File: src/rtl/kf8088_bus_cycle_generator.sv
// ---------------------------------------------------------------------------
// kf8088_bus_cycle_generator
//
// CPU-side bus sequencer. It takes one request at a time from the core and
// runs an 8088-style Ti/T1/T2/T3/Tw/T4 machine cycle against the bus. It
// drives S2..S0 status, the address and the write data, samples READY and
// captures read data. processor_status feeds an 8288-like bus controller.
//
// The design runs on the fast system clock. cpu_clock is only a level, and
// its edges are found against a registered copy:
//   pos (cpu_clock rose)  -> status/address launch and release, READY sample
//   neg (cpu_clock fell)  -> T-state advance, write data, read capture, done
//
// Ports
//   clock, reset          system clock (posedge), async active-high reset
//   cpu_clock             CPU clock level
//   req_valid/req_ready   request handshake, accepted when both are high
//   req_status            cycle type, S2..S0 encoding (111 = no bus cycle)
//   req_address/req_wdata request address and write data
//   done                  one-clock pulse when a request completes
//   rdata                 read data, valid with done for read/INTA types
//   bus_timeout           pulses with done when the wait limit ended a cycle
//   processor_status      S2..S0 to the bus controller, 111 = passive
//   address               bus address, held for the whole cycle
//   data_out/_enable      write data and its drive enable
//   data_in               read data from the bus
//   ready                 synchronised READY, 1 ends wait states
// ---------------------------------------------------------------------------
module kf8088_bus_cycle_generator #(
    parameter int ADDRESS_WIDTH = 20,
    parameter int DATA_WIDTH    = 8,
    parameter int MAX_WAIT      = 0
) (
    input  logic                     clock,
    input  logic                     reset,
    input  logic                     cpu_clock,
    input  logic                     req_valid,
    output logic                     req_ready,
    input  logic [2:0]               req_status,
    input  logic [ADDRESS_WIDTH-1:0] req_address,
    input  logic [DATA_WIDTH-1:0]    req_wdata,
    output logic                     done,
    output logic [DATA_WIDTH-1:0]    rdata,
    output logic                     bus_timeout,
    output logic [2:0]               processor_status,
    output logic [ADDRESS_WIDTH-1:0] address,
    output logic [DATA_WIDTH-1:0]    data_out,
    output logic                     data_out_enable,
    input  logic [DATA_WIDTH-1:0]    data_in,
    input  logic                     ready
);

    localparam logic [2:0] S_PASSIVE = 3'b111;
    localparam logic [2:0] S_HALT    = 3'b011;

    // Wide enough to hold MAX_WAIT and one more; saturates at all ones.
    localparam int TW_W = $clog2(MAX_WAIT + 2);

    typedef enum logic [2:0] {
        ST_TI,
        ST_T1,
        ST_T2,
        ST_T3,
        ST_TW,
        ST_T4
    } state_t;

    // ---------------------------------------------------------------------
    // State
    // ---------------------------------------------------------------------
    logic                     cpu_clock_q;
    state_t                   state_q,        state_d;
    logic                     cmd_valid_q,    cmd_valid_d;
    logic [2:0]               cmd_status_q,   cmd_status_d;
    logic [ADDRESS_WIDTH-1:0] cmd_address_q,  cmd_address_d;
    logic [DATA_WIDTH-1:0]    cmd_wdata_q,    cmd_wdata_d;
    logic [2:0]               cyc_status_q,   cyc_status_d;
    logic [2:0]               status_q,       status_d;
    logic [ADDRESS_WIDTH-1:0] address_q,      address_d;
    logic [DATA_WIDTH-1:0]    data_out_q,     data_out_d;
    logic                     doe_q,          doe_d;
    logic [DATA_WIDTH-1:0]    rdata_q,        rdata_d;
    logic                     done_q,         done_d;
    logic                     bus_timeout_q,  bus_timeout_d;
    logic                     go_q,           go_d;
    logic                     timeout_q,      timeout_d;
    logic [TW_W-1:0]          tw_count_q,     tw_count_d;

    logic pos;
    logic neg;
    logic accept;
    logic go_now;
    logic forced;
    logic tw_limit;
    logic cyc_read;
    logic cyc_write;
    logic cyc_halt;

    // Cycle type of the cycle currently on the bus (copied at launch, so a
    // request accepted during T4 cannot disturb the finishing cycle).
    assign cyc_read  = (cyc_status_q[1] == 1'b0);
    assign cyc_write = (cyc_status_q[1:0] == 2'b10);
    assign cyc_halt  = (cyc_status_q == S_HALT);

    // Wait-state limit; with MAX_WAIT = 0 waits are unlimited.
    generate
        if (MAX_WAIT != 0) begin : g_wait_limit
            assign tw_limit = (tw_count_q >= TW_W'(MAX_WAIT));
        end else begin : g_no_wait_limit
            assign tw_limit = 1'b0;
        end
    endgenerate

    assign req_ready = ~cmd_valid_q & ((state_q == ST_TI) | (state_q == ST_T4));

    // ---------------------------------------------------------------------
    // Next-state logic
    // ---------------------------------------------------------------------
    always_comb begin
        pos           = cpu_clock & ~cpu_clock_q;
        neg           = ~cpu_clock & cpu_clock_q;
        accept        = req_valid & req_ready;
        go_now        = 1'b0;
        forced        = 1'b0;

        state_d       = state_q;
        cmd_valid_d   = cmd_valid_q;
        cmd_status_d  = cmd_status_q;
        cmd_address_d = cmd_address_q;
        cmd_wdata_d   = cmd_wdata_q;
        cyc_status_d  = cyc_status_q;
        status_d      = status_q;
        address_d     = address_q;
        data_out_d    = data_out_q;
        doe_d         = doe_q;
        rdata_d       = rdata_q;
        done_d        = 1'b0;
        bus_timeout_d = 1'b0;
        go_d          = go_q;
        timeout_d     = timeout_q;
        tw_count_d    = tw_count_q;

        // Request acceptance. A passive-status request has no bus cycle and
        // completes immediately.
        if (accept) begin
            if (req_status == S_PASSIVE) begin
                done_d = 1'b1;
            end else begin
                cmd_valid_d   = 1'b1;
                cmd_status_d  = req_status;
                cmd_address_d = req_address;
                cmd_wdata_d   = req_wdata;
            end
        end

        if (pos) begin
            // Launch: status and address go out half a CPU clock before T1.
            if (cmd_valid_q && (state_q == ST_TI || state_q == ST_T4) &&
                status_q == S_PASSIVE) begin
                status_d     = cmd_status_q;
                address_d    = cmd_address_q;
                cyc_status_d = cmd_status_q;
            end
            // READY sample. HALT never waits; the limit forces completion
            // and is only reported as a timeout when READY did not arrive.
            if (state_q == ST_T3 || state_q == ST_TW) begin
                go_now    = ready | cyc_halt | tw_limit;
                forced    = tw_limit & ~ready & ~cyc_halt;
                go_d      = go_now;
                timeout_d = forced;
                if (go_now) begin
                    status_d = S_PASSIVE;
                end
            end
        end

        if (neg) begin
            case (state_q)
                ST_TI: begin
                    if (status_q != S_PASSIVE) begin
                        state_d    = ST_T1;
                        tw_count_d = '0;
                    end
                end
                ST_T1: begin
                    state_d = ST_T2;
                    if (cyc_write) begin
                        data_out_d = cmd_wdata_q;
                        doe_d      = 1'b1;
                    end
                end
                ST_T2: begin
                    state_d = ST_T3;
                end
                ST_T3, ST_TW: begin
                    if (go_q) begin
                        state_d       = ST_T4;
                        cmd_valid_d   = 1'b0;
                        done_d        = 1'b1;
                        bus_timeout_d = timeout_q;
                        if (cyc_read) begin
                            rdata_d = data_in;
                        end
                    end else begin
                        state_d = ST_TW;
                        if (tw_count_q != {TW_W{1'b1}}) begin
                            tw_count_d = tw_count_q + TW_W'(1);
                        end
                    end
                end
                ST_T4: begin
                    doe_d = 1'b0;
                    // A launch during T4 chains straight into the next T1.
                    if (status_q != S_PASSIVE) begin
                        state_d    = ST_T1;
                        tw_count_d = '0;
                    end else begin
                        state_d = ST_TI;
                    end
                end
                default: begin
                    state_d = ST_TI;
                end
            endcase
        end
    end

    // ---------------------------------------------------------------------
    // Registers
    // ---------------------------------------------------------------------
    always_ff @(posedge clock or posedge reset) begin
        if (reset) begin
            cpu_clock_q   <= 1'b0;
            state_q       <= ST_TI;
            cmd_valid_q   <= 1'b0;
            cmd_status_q  <= S_PASSIVE;
            cmd_address_q <= '0;
            cmd_wdata_q   <= '0;
            cyc_status_q  <= S_PASSIVE;
            status_q      <= S_PASSIVE;
            address_q     <= '0;
            data_out_q    <= '0;
            doe_q         <= 1'b0;
            rdata_q       <= '0;
            done_q        <= 1'b0;
            bus_timeout_q <= 1'b0;
            go_q          <= 1'b0;
            timeout_q     <= 1'b0;
            tw_count_q    <= '0;
        end else begin
            cpu_clock_q   <= cpu_clock;
            state_q       <= state_d;
            cmd_valid_q   <= cmd_valid_d;
            cmd_status_q  <= cmd_status_d;
            cmd_address_q <= cmd_address_d;
            cmd_wdata_q   <= cmd_wdata_d;
            cyc_status_q  <= cyc_status_d;
            status_q      <= status_d;
            address_q     <= address_d;
            data_out_q    <= data_out_d;
            doe_q         <= doe_d;
            rdata_q       <= rdata_d;
            done_q        <= done_d;
            bus_timeout_q <= bus_timeout_d;
            go_q          <= go_d;
            timeout_q     <= timeout_d;
            tw_count_q    <= tw_count_d;
        end
    end

    assign done             = done_q;
    assign rdata            = rdata_q;
    assign bus_timeout      = bus_timeout_q;
    assign processor_status = status_q;
    assign address          = address_q;
    assign data_out         = data_out_q;
    assign data_out_enable  = doe_q;

endmodule
File: config.mk
export PLATFORM = sky130hd
export DESIGN_NAME = kf8088_bus_cycle_generator
export DESIGN_NICKNAME = d
export VERILOG_FILES = /design/src/rtl/kf8088_bus_cycle_generator.sv
export SDC_FILE = /design/constraint.sdc
export NUM_CORES = 1
export LEC_CHECK = 0
export BUFFER_PORTS_ARGS = -buffer_cell sky130_fd_sc_hd__buf_2
export CORE_MARGIN = 4
export CORE_UTILIZATION = 41
export CTS_CLUSTER_DIAMETER = 60
export CTS_CLUSTER_SIZE = 20
export DETAILED_ROUTE_END_ITERATION = 8
export PLACE_DENSITY = 0.69
export SLEW_MARGIN = 10
export SYNTH_ARGS = -nofsm -noshare
export SYNTH_HDL_FRONTEND = slang
export SYNTH_SLANG_ARGS = --single-unit
File: constraint.sdc
create_clock -name clock -period 2.31 [get_ports clock]
set_clock_uncertainty 0.1 [all_clocks]
set_input_delay 0.3465 -clock clock [delete_from_list [all_inputs] [get_ports clock]]
set_output_delay 0.3465 -clock clock [all_outputs]
set_load 0.01 [all_outputs]
==> flow_summary.ini <==
[layout]
fillerInstances = 714
layout_commonest_cell = buf_2
final_cell_mix = buf_2 (85), dfrtp_1 (72), mux2_2 (58), clkbuf_8 (9), dfstp_2 (9)
finalNonFillerCells = 413
final_nets = 351
multiInputGateArea_mm2 = 0.00120
antenna_cells = 0
seq_area_mm2 = 0.00204
layout-drive-gt1-share = 0.601
area_growth_pct = 21.4

[grt]
overflow = 0
grtUsageMet1 = 0.181
grt_max_degree = 82
gr-usage-all-layers = 0.140
antenna_found_initial = 0
grt_pass1_wl_um = 10800
first_global_vias = 2224
grt_busiest_layer = met2
grt_use_met2 = 0.217
met3_usage = 0.0521

[drt]
ant_nets = 0
drc_errors = 0
wirelength_um = 6360
dr.pass1.iters = 4
avgViaCountPerCell = 5.02
drt_iter0_drc = 80
wl_per_cell_um = 15.4
vias = 2075

[clock_tree]
post_cts_buffers = 0
cts_tree = yes
clkTransAtPathRegs_ps = 80
cts_sinks = 81
cts_resized = 0
cts_made_buffers = 9
clk_path_buf_depth = 2
htree_levels = 3
root_buffer = clkbuf_8
hold_buffers = 0
clock_latency_ps = 340

[logic_synthesis]
syn_nets = 260
synth.distinct_cells = 41
synth_async_sr_flop_share = 1.00
synth_top_family_by_area = multiplexers
ys_seq_elements = 81
ys.flop_type = dfrtp_1
synth_cells = 216
synth_compound_area_frac = 0.0539
netlist.area_leader.share = 0.539
ys.warnings.count = 0
synthSimpleGateAreaFrac = 0.0557
synth_top_area_cell = dfrtp_1
synthXorXnorAreaFrac = 0.00823
muxShareOfSynthArea = 0.239
yosys-top-cells-area = dfrtp_1 (54%), mux2_2 (20%), dfstp_2 (7.1%), mux2_4 (3.1%), mux2i_1 (1.2%)
seq_area_frac_synth = 0.609
synth_edf_count = 0
syn_avg_cell_area_um2 = 15.5
synthesis.area_mm2 = 0.00335
synthAdderAreaFrac = 0

[power_and_ir_drop]
p_leak_nw = 2.01
ir_drop_v = 0.000505
power.density_mw_per_mm2 = 1220

[placed_design]
place_hpwl_um = 4500
place.gp.congestion = 0.792
placed_cells = 398
io_buffers = 85

[critical_path]
worstReg2RegEnd = address[4]
critPathLaunchType = flop
cp.required_ps = 2440
r2r_cells = 3
crit_fanout = 19
r2r-start = state_q[2]
arrival_ps = 2200
critPathLaunch = state_q[2]
crit_end = address[4]
worstSetupPathType = reg2reg
end_kind = flop
regToRegSetupSlack_ps = 240

[outcome]
status = finished, final reports clean

[die]
die_w_um = 98.3
dieArea_mm2 = 0.00967
dieHeight_um = 98.3
io_pins = 87
rows = 32
start_util = 0.426
core_area_mm2 = 0.00785

[timing]
period_needed_ps = 2070
slew_violations = 0
rsz0062_at_grt = no
hold_viol = 0
finalCritPeriodShare = 0.896
worst_pin_slew_ps = 588
fmax_mhz = 483
whs_ps = 18.6
finalSetupTns_ps = 0
slew_headroom = 0.608
final-setup-viol-count = 0

[worst_hold_path]
hp-class = in2async

[job]
drv_cap = 0
[state kept, by name, indices dropped and copies added (netlist names), 3 cells and up]
signal / count
state_q: 3
cyc_status_q: 3
cmd_wdata_q: 8
data_out: 8
cmd_status_q: 3
address: 20
cmd_address_q: 20
rdata: 8
processor_status: 3
[metal layers]
metal | vias up | wire length (um)
li1 | 966 | -
met1 | 1046 | 2860
met2 | 57 | 3050
met3 | 6 | 368
met4 | 0 | 87
met5 | - | 0
[worst max-delay path: stages, from the launching register on]
cell and delay, ps:
dfrtp_1 530, xor2_4 280, or4_4 700, mux2_4 350
[report_power, final]
| group | leakage [nW] | total, mW | switching [mW] | internal [mW] |
|---|---|---|---|---|
| Sequential | 1.01 | 2.44 | 0.397 | 2.05 |
| Combinational | 0.911 | 1.51 | 0.664 | 0.848 |
| Clock | 0.0909 | 0.982 | 0.494 | 0.488 |
| Total | 2.01 | 4.94 | 1.56 | 3.38 |
[how the worst min path moves through the flow]
stage | slack [ps] | end | start | depth (start not counted)
3_5_place_dp | 390 | data_out[2] | cmd_wdata_q[2] | 1
2_1_floorplan | 280 | cpu_clock_q | cpu_clock | 0
3_3_place_gp | 380 | data_out_enable | data_out_enable | 1
4_1_cts | 30 | cmd_address_q[16] | reset | 3
6_report | 20 | cmd_wdata_q[5] | reset | 3
5_1_grt | 40 | cmd_address_q[16] | reset | 3
[synthesized netlist by cell type, drive strengths merged, types with 2 or more instances]
cell type and number:
buf 10, dfrtp 72, dfstp 9, inv 7, mux2 65, mux2i 4
nand2b 2, nand3 2, nand3b 3, nor2 2, nor2b 2, nor3b 2
nor4 2, nor4b 2, o21ai 5, o221ai 2, o22a 4, o31ai 2
o41ai 3
[metrics by stage]
stage	area [um^2]	utilization	total power [mW]	setup WS [ps]
after detailed placement	3880	0.494	4.01	235
after global routing	4060	0.517	5.29	176
after CTS	4060	0.517	5.00	230
after global placement	3880	0.494	3.93	278
final	4060	0.517	4.94	240
after floorplan	3350	-	3.50	342
[area by class of cell]
type | instances | share of cell area
flip-flops and latches | 81 | 0.502
multi-input cells | 118 | 0.297
repair buffers | 90 | 0.117
well taps | 102 | 0.0314
clock buffers | 9 | 0.0305
clock inverters | 6 | 0.0148
inverters | 7 | 0.00740
[cell families (layout without fill, tap and decap cells)]
| logic type | count (synthesis) | after routing |
|---|---|---|
| AO/OA/AOI/OAI | 23 | 23 |
| XOR/XNOR | 1 | 1 |
| buffers and inverters | 17 | 112 |
| flip-flops | 81 | 81 |
| multiplexers | 69 | 69 |
| other | 1 | 1 |
| AND/OR/NAND/NOR | 24 | 24 |
No activity file was read; power rests on OpenSTA's default activity.
